$ cat config.mk
export PLATFORM = sky130hd
export DESIGN_NAME = watch_set_ctrl
export DESIGN_NICKNAME = d
export VERILOG_FILES = /design/src/rtl/watch_pkg.sv /design/src/rtl/watch_set_ctrl_bcd60.sv /design/src/rtl/watch_set_ctrl.sv
export SDC_FILE = /design/constraint.sdc
export NUM_CORES = 1
export LEC_CHECK = 0
export ABC_AREA = 1
export CELL_PAD_IN_SITES_DETAIL_PLACEMENT = 1
export CELL_PAD_IN_SITES_GLOBAL_PLACEMENT = 1
export CORE_ASPECT_RATIO = 1.1
export CORE_MARGIN = 4
export CORE_UTILIZATION = 43
export DETAILED_ROUTE_END_ITERATION = 16
export PLACE_DENSITY_LB_ADDON = 0.15
export SLEW_MARGIN = 20
export SYNTH_ARGS = -nofsm -noshare
export SYNTH_HDL_FRONTEND = slang
export SYNTH_HIERARCHICAL = 1
export SYNTH_SLANG_ARGS = --single-unit
export TNS_END_PERCENT = 1
$ cat constraint.sdc
create_clock -name clk -period 3.4 [get_ports clk]
set_input_delay 0.51 -clock clk [delete_from_list [all_inputs] [get_ports clk]]
set_output_delay 0.51 -clock clk [all_outputs]
set_load 0.05 [all_outputs]
$ cat src/rtl/watch_pkg.sv
// Shared definitions for the min:sec watch controller.
// Mode encoding and BCD digit limits.
package watch_pkg;

    typedef enum logic [1:0] {
        RUN     = 2'd0,
        SET_MIN = 2'd1,
        SET_SEC = 2'd2
    } mode_e;

    localparam logic [3:0] ONES_MAX = 4'd9;
    localparam logic [3:0] TENS_MAX = 4'd5;

endpackage

$ cat src/rtl/watch_set_ctrl_bcd60.sv
// bcd60_field: two-digit BCD mod-60 register.
// Ports: clk, reset_p, inc, dec in; ones, tens BCD out; wrap_up on 59->00.
module bcd60_field
    import watch_pkg::*;
(
    input  logic       clk,
    input  logic       reset_p,
    input  logic       inc,
    input  logic       dec,
    output logic [3:0] ones,
    output logic [3:0] tens,
    output logic       wrap_up
);

    logic [3:0] ones_q, ones_d;
    logic [3:0] tens_q, tens_d;
    logic       at_max;
    logic       at_min;

    assign at_max = (ones_q == ONES_MAX) && (tens_q == TENS_MAX);
    assign at_min = (ones_q == 4'd0) && (tens_q == 4'd0);

    // Combinational so the next field can carry on the same edge.
    assign wrap_up = inc && at_max;

    always_comb begin
        ones_d = ones_q;
        tens_d = tens_q;
        if (inc) begin
            if (at_max) begin
                ones_d = 4'd0;
                tens_d = 4'd0;
            end else if (ones_q == ONES_MAX) begin
                ones_d = 4'd0;
                tens_d = tens_q + 4'd1;
            end else begin
                ones_d = ones_q + 4'd1;
            end
        end else if (dec) begin
            if (at_min) begin
                ones_d = ONES_MAX;
                tens_d = TENS_MAX;
            end else if (ones_q == 4'd0) begin
                ones_d = ONES_MAX;
                tens_d = tens_q - 4'd1;
            end else begin
                ones_d = ones_q - 4'd1;
            end
        end
    end

    always_ff @(posedge clk or posedge reset_p) begin
        if (reset_p) begin
            ones_q <= 4'd0;
            tens_q <= 4'd0;
        end else begin
            ones_q <= ones_d;
            tens_q <= tens_d;
        end
    end

    assign ones = ones_q;
    assign tens = tens_q;

endmodule

$ cat src/rtl/watch_set_ctrl.sv
// Run/set mode controller for the min:sec watch, with blink blanking.
// Ports: clk, reset_p, clk_msec, clk_sec, btn_pe[2:0] in; value, blank, mode out.
module watch_set_ctrl
    import watch_pkg::*;
#(
    parameter int BLINK_MS = 500
) (
    input  logic        clk,
    input  logic        reset_p,
    input  logic        clk_msec,
    input  logic        clk_sec,
    input  logic [2:0]  btn_pe,
    output logic [15:0] value,
    output logic [3:0]  blank,
    output logic [1:0]  mode
);

    localparam int CW = (BLINK_MS > 1) ? $clog2(BLINK_MS) : 1;
    localparam logic [CW-1:0] CNT_LAST = CW'(BLINK_MS - 1);

    mode_e         state_q, state_d;
    logic [CW-1:0] cnt_q, cnt_d;
    logic          phase_q, phase_d;
    logic [3:0]    blank_q, blank_d;

    logic btn_mode, btn_up, btn_dn;
    logic sec_inc, sec_dec, sec_wrap;
    logic min_inc, min_dec;
    logic unused_min_wrap;
    logic [3:0] sec_ones, sec_tens;
    logic [3:0] min_ones, min_tens;

    // MODE beats UP beats DOWN; losers are dropped.
    assign btn_mode = btn_pe[0];
    assign btn_up   = btn_pe[1] & ~btn_pe[0];
    assign btn_dn   = btn_pe[2] & ~btn_pe[1] & ~btn_pe[0];

    always_comb begin
        state_d = state_q;
        sec_inc = 1'b0;
        sec_dec = 1'b0;
        unique case (state_q)
            RUN: begin
                sec_inc = clk_sec;
                if (btn_mode) state_d = SET_MIN;
            end
            SET_MIN: begin
                if (btn_mode) state_d = SET_SEC;
            end
            SET_SEC: begin
                if (btn_mode) begin
                    state_d = RUN;
                end else begin
                    sec_inc = btn_up;
                    sec_dec = btn_dn;
                end
            end
            default: state_d = RUN;
        endcase
    end

    // Separate block: minutes depend on the seconds carry.
    always_comb begin
        min_inc = 1'b0;
        min_dec = 1'b0;
        if (state_q == RUN) begin
            min_inc = sec_wrap;
        end else if (state_q == SET_MIN) begin
            min_inc = btn_up;
            min_dec = btn_dn;
        end
    end

    always_comb begin
        cnt_d   = cnt_q;
        phase_d = phase_q;
        if (|btn_pe) begin
            cnt_d   = '0;
            phase_d = 1'b0;
        end else if (clk_msec) begin
            if (cnt_q == CNT_LAST) begin
                cnt_d   = '0;
                phase_d = ~phase_q;
            end else begin
                cnt_d = cnt_q + 1'b1;
            end
        end
    end

    always_comb begin
        blank_d = 4'b0000;
        unique case (state_d)
            SET_MIN: blank_d = {phase_d, phase_d, 2'b00};
            SET_SEC: blank_d = {2'b00, phase_d, phase_d};
            default: blank_d = 4'b0000;
        endcase
    end

    always_ff @(posedge clk or posedge reset_p) begin
        if (reset_p) begin
            state_q <= RUN;
            cnt_q   <= '0;
            phase_q <= 1'b0;
            blank_q <= 4'b0000;
        end else begin
            state_q <= state_d;
            cnt_q   <= cnt_d;
            phase_q <= phase_d;
            blank_q <= blank_d;
        end
    end

    bcd60_field u_sec (
        .clk     (clk),
        .reset_p (reset_p),
        .inc     (sec_inc),
        .dec     (sec_dec),
        .ones    (sec_ones),
        .tens    (sec_tens),
        .wrap_up (sec_wrap)
    );

    bcd60_field u_min (
        .clk     (clk),
        .reset_p (reset_p),
        .inc     (min_inc),
        .dec     (min_dec),
        .ones    (min_ones),
        .tens    (min_tens),
        .wrap_up (unused_min_wrap)
    );

    assign value = {min_tens, min_ones, sec_tens, sec_ones};
    assign blank = blank_q;
    assign mode  = state_q;

endmodule

==> flow_results.xml <==
<?xml version="1.0" encoding="UTF-8"?>
<metrics>
  <group name="finish">
    <metric name="fin_util" unit="">0.528</metric>
    <metric name="layout.cells.most_common" unit="">nand2_1</metric>
    <metric name="antennaDiodeCount" unit="">0</metric>
    <metric name="layout-drive-gt1-share" unit="">0.0929</metric>
    <metric name="finalInstanceArea" unit="um^2">2660</metric>
    <metric name="final_cell_mix" unit="">nand2_1, inv_1, nor2_1, dfrtp_1, clkdlybuf4s50_1</metric>
    <metric name="areaGrowthSynthToFinish" unit="%">17.7</metric>
    <metric name="total_nets_final" unit="">389</metric>
  </group>
  <group name="worst_setup_path">
    <metric name="start_kind" unit="">input pin</metric>
    <metric name="cp_data_arrival_time" unit="ns">2.90</metric>
    <metric name="r2r-start" unit="">u_sec/ones[1]$_DFFE_PP0P_</metric>
    <metric name="timing.critical_path.to_type" unit="">flip-flop</metric>
    <metric name="worst_setup_path_category" unit="">in -&gt; reg</metric>
    <metric name="timing.critical_path.required" unit="ns">3.59</metric>
    <metric name="r2r_setup_slack" unit="ns">1.00</metric>
    <metric name="startpoint" unit="">btn_pe[0]</metric>
    <metric name="crit_fanout" unit="">9</metric>
  </group>
  <group name="die">
    <metric name="floorplan.initialDensity" unit="">0.449</metric>
    <metric name="core_region_area" unit="um^2">5030</metric>
    <metric name="placement_rows" unit="">27</metric>
    <metric name="top_level_ports" unit="">29</metric>
    <metric name="die_width" unit="um">77.1</metric>
    <metric name="die_area" unit="um^2">6480</metric>
    <metric name="die-height" unit="um">84.0</metric>
  </group>
  <group name="power_and_ir_drop">
    <metric name="p_leak" unit="uW">0.00135</metric>
    <metric name="worst_ir_drop_vdd" unit="mV">0.468</metric>
    <metric name="powerDensity" unit="nW/um^2">894</metric>
  </group>
  <group name="detailed_routing">
    <metric name="antenna_left" unit="">0</metric>
    <metric name="drt_drc_violations_left" unit="">0</metric>
    <metric name="dr.pass1.iters" unit="">4</metric>
    <metric name="routed_via_density" unit="">5.15</metric>
    <metric name="route.vias.total" unit="">2184</metric>
    <metric name="wirelength" unit="mm">6.11</metric>
    <metric name="wl_per_cell" unit="um">14.4</metric>
    <metric name="dr.first_iter.drc_count" unit="">61</metric>
  </group>
  <group name="clocking">
    <metric name="cts_tree" unit="">yes</metric>
    <metric name="clock_latency" unit="ns">0.28</metric>
    <metric name="htree_num_levels" unit="">2</metric>
    <metric name="postCtsHoldBufs" unit="">0</metric>
    <metric name="post-cts-setup-buffer-count" unit="">0</metric>
    <metric name="clock_path_buffers" unit="">2</metric>
    <metric name="cts.clk_slew.worst_paths" unit="ns">0.07</metric>
    <metric name="cts_root_buffer" unit="">clkbuf_8</metric>
    <metric name="post_cts_resize_count" unit="">0</metric>
    <metric name="tritoncts.num_buffers" unit="">5</metric>
    <metric name="numClockSinks" unit="">30</metric>
  </group>
  <group name="synthesis">
    <metric name="post-synth-top-area-fraction" unit="">0.332</metric>
    <metric name="mappedNetlistArea" unit="um^2">2260</metric>
    <metric name="ys_seq_area_frac" unit="">0.332</metric>
    <metric name="post-synth-top-area-cell" unit="">dfrtp_1</metric>
    <metric name="synth.lib_cells_used.distinct" unit="">23</metric>
    <metric name="netlist_top_cells_area" unit="">dfrtp_1, nand2_1, ha_1</metric>
    <metric name="synth-seq-cells" unit="">30</metric>
    <metric name="yosys_warnings" unit="">6</metric>
    <metric name="synth_fp_nets" unit="">357</metric>
    <metric name="netlist_instances" unit="">335</metric>
    <metric name="synth_area_per_cell" unit="um^2">6.75</metric>
  </group>
  <group name="sta">
    <metric name="clock-skew-final" unit="ns">0.00723</metric>
    <metric name="finalWorstPathRequiredPeriod" unit="ns">2.72</metric>
    <metric name="min_period_over_period" unit="">0.799</metric>
    <metric name="max_freq" unit="MHz">368</metric>
    <metric name="finalWorstSetupSlack" unit="ns">0.685</metric>
    <metric name="grt_setup_unrepaired" unit="">false</metric>
    <metric name="number_of_pins_with_negative_max_slew_slack_in_the_final_report" unit="">0</metric>
    <metric name="tightest_slew" unit="ns">0.991</metric>
    <metric name="timing.setup.tns" unit="ns">0</metric>
    <metric name="report.final.setup_viol" unit="">0</metric>
    <metric name="hold_viol_final" unit="">0</metric>
    <metric name="max_slew_margin" unit="">0.332</metric>
  </group>
  <group name="run_status">
    <metric name="outcome" unit="">finished clean</metric>
  </group>
  <group name="global_routing">
    <metric name="grt_max_degree" unit="">15</metric>
    <metric name="aggregate_global_routing_overflow" unit="">0</metric>
    <metric name="grt_pass1_vias" unit="">2278</metric>
    <metric name="grt_antenna_before_repair" unit="">0</metric>
    <metric name="grt_usage" unit="">0.200</metric>
    <metric name="grt_pass1_wl" unit="mm">10.5</metric>
  </group>
  <group name="min_path">
    <metric name="min-delay-path-class" unit="">reg -&gt; reg</metric>
    <metric name="min_from" unit="">cnt_q[7]$_DFFE_PP0P_</metric>
  </group>
  <group name="placement">
    <metric name="place_ws" unit="ns">0.415</metric>
    <metric name="dp.final_hpwl" unit="mm">4.86</metric>
    <metric name="place_area" unit="um^2">2580</metric>
    <metric name="globalplace.congestion" unit="">0.854</metric>
    <metric name="io_buffer_count" unit="">28</metric>
  </group>
  <group name="job">
    <metric name="max_capacitance_violation_total" unit="">0</metric>
  </group>
</metrics>
-- per-stage QoR --
step                      hold slack [ns]  total power [uW]  cells
after floorplan                     0.326              1650    335
after global placement              0.526              2060    418
after detailed placement            0.543              2100    418
after CTS                           0.559              2400    424
after global routing                0.582              2590    424
final                               0.551              2380    424
-- area by class of cell --
cell class / count / area, um^2
well taps: 58 / 72.6
clock buffers: 6 / 82.6
inverters: 51 / 191
repair buffers: 29 / 288
flip-flops and latches: 30 / 751
multi-input cells: 250 / 1270
fillers: 693 / 2370
-- final timing paths --
path,to,depth (start not counted)
max,u_min/ones[1]$_DFFE_PP0P_,15
min,cnt_q[7]$_DFFE_PP0P_,2
max reg2reg,u_min/ones[1]$_DFFE_PP0P_,14
min reg2reg,cnt_q[7]$_DFFE_PP0P_,2
max in group asynchronous,mode[0]$_DFF_PP0_,2
min in group asynchronous,u_sec/ones[0]$_DFFE_PP0P_,2
-- power breakdown --
part,internal [uW],leakage (uW),switching [uW]
logic,478,0.000915,981
clock network,156,0.0000431,128
registers,459,0.000393,177
-- state kept, by name, indices dropped and copies added, names as in the netlist --
name and flops:
blank 2, phase_q 1, u_min/ones 4, u_min/tens 4, u_sec/tens 4, cnt_q 9, mode 2, u_sec/ones 4
-- cell usage after synthesis (all sizes together) --
master / n
a21oi: 7
o21ai: 30
nand3: 30
dfrtp: 30
nor3: 3
buf: 2
nand4: 5
nand3b: 2
nand2: 108
clkbuf: 2
nor2: 46
o21bai: 1
ha: 15
xor2: 3
inv: 51
-- cell families (layout without fill, tap and decap cells) --
| kind of cell | Yosys count | after routing | share of synthesized area |
|---|---|---|---|
| and+or+nand+nor | 194 | 194 | 0.379 |
| buffers and inverters | 55 | 86 | 0.104 |
| AOI/OAI and AO/OA | 38 | 38 | 0.0903 |
| DFF | 30 | 30 | 0.332 |
| adders and majority gates | 15 | 15 | 0.0831 |
| xor gates and xnor gates | 3 | 3 | 0.0116 |
-- layer usage --
metal	vias up	track usage	wire length, um
met5	-	0	0
met4	0	0.0550	89
met3	11	0.0356	150
met2	27	0.364	3210
met1	1037	0.238	2670
li1	1109	-	-
-- worst max-delay path, stage by stage --
cell             delay [ns]
clkdlybuf4s50_1        0.54
inv_1                  0.10
nand2_1                0.06
o21ai_0                0.17
buf_4                  0.18
nand2_1                0.09
nor2_2                 0.11
nand2_1                0.06
o21ai_0                0.38
inv_2                  0.17
nor2_1                 0.19
nand2_1                0.08
o21ai_0                0.10
nand2_1                0.07
o21ai_0                0.09
(Power assumes the default switching activity.)
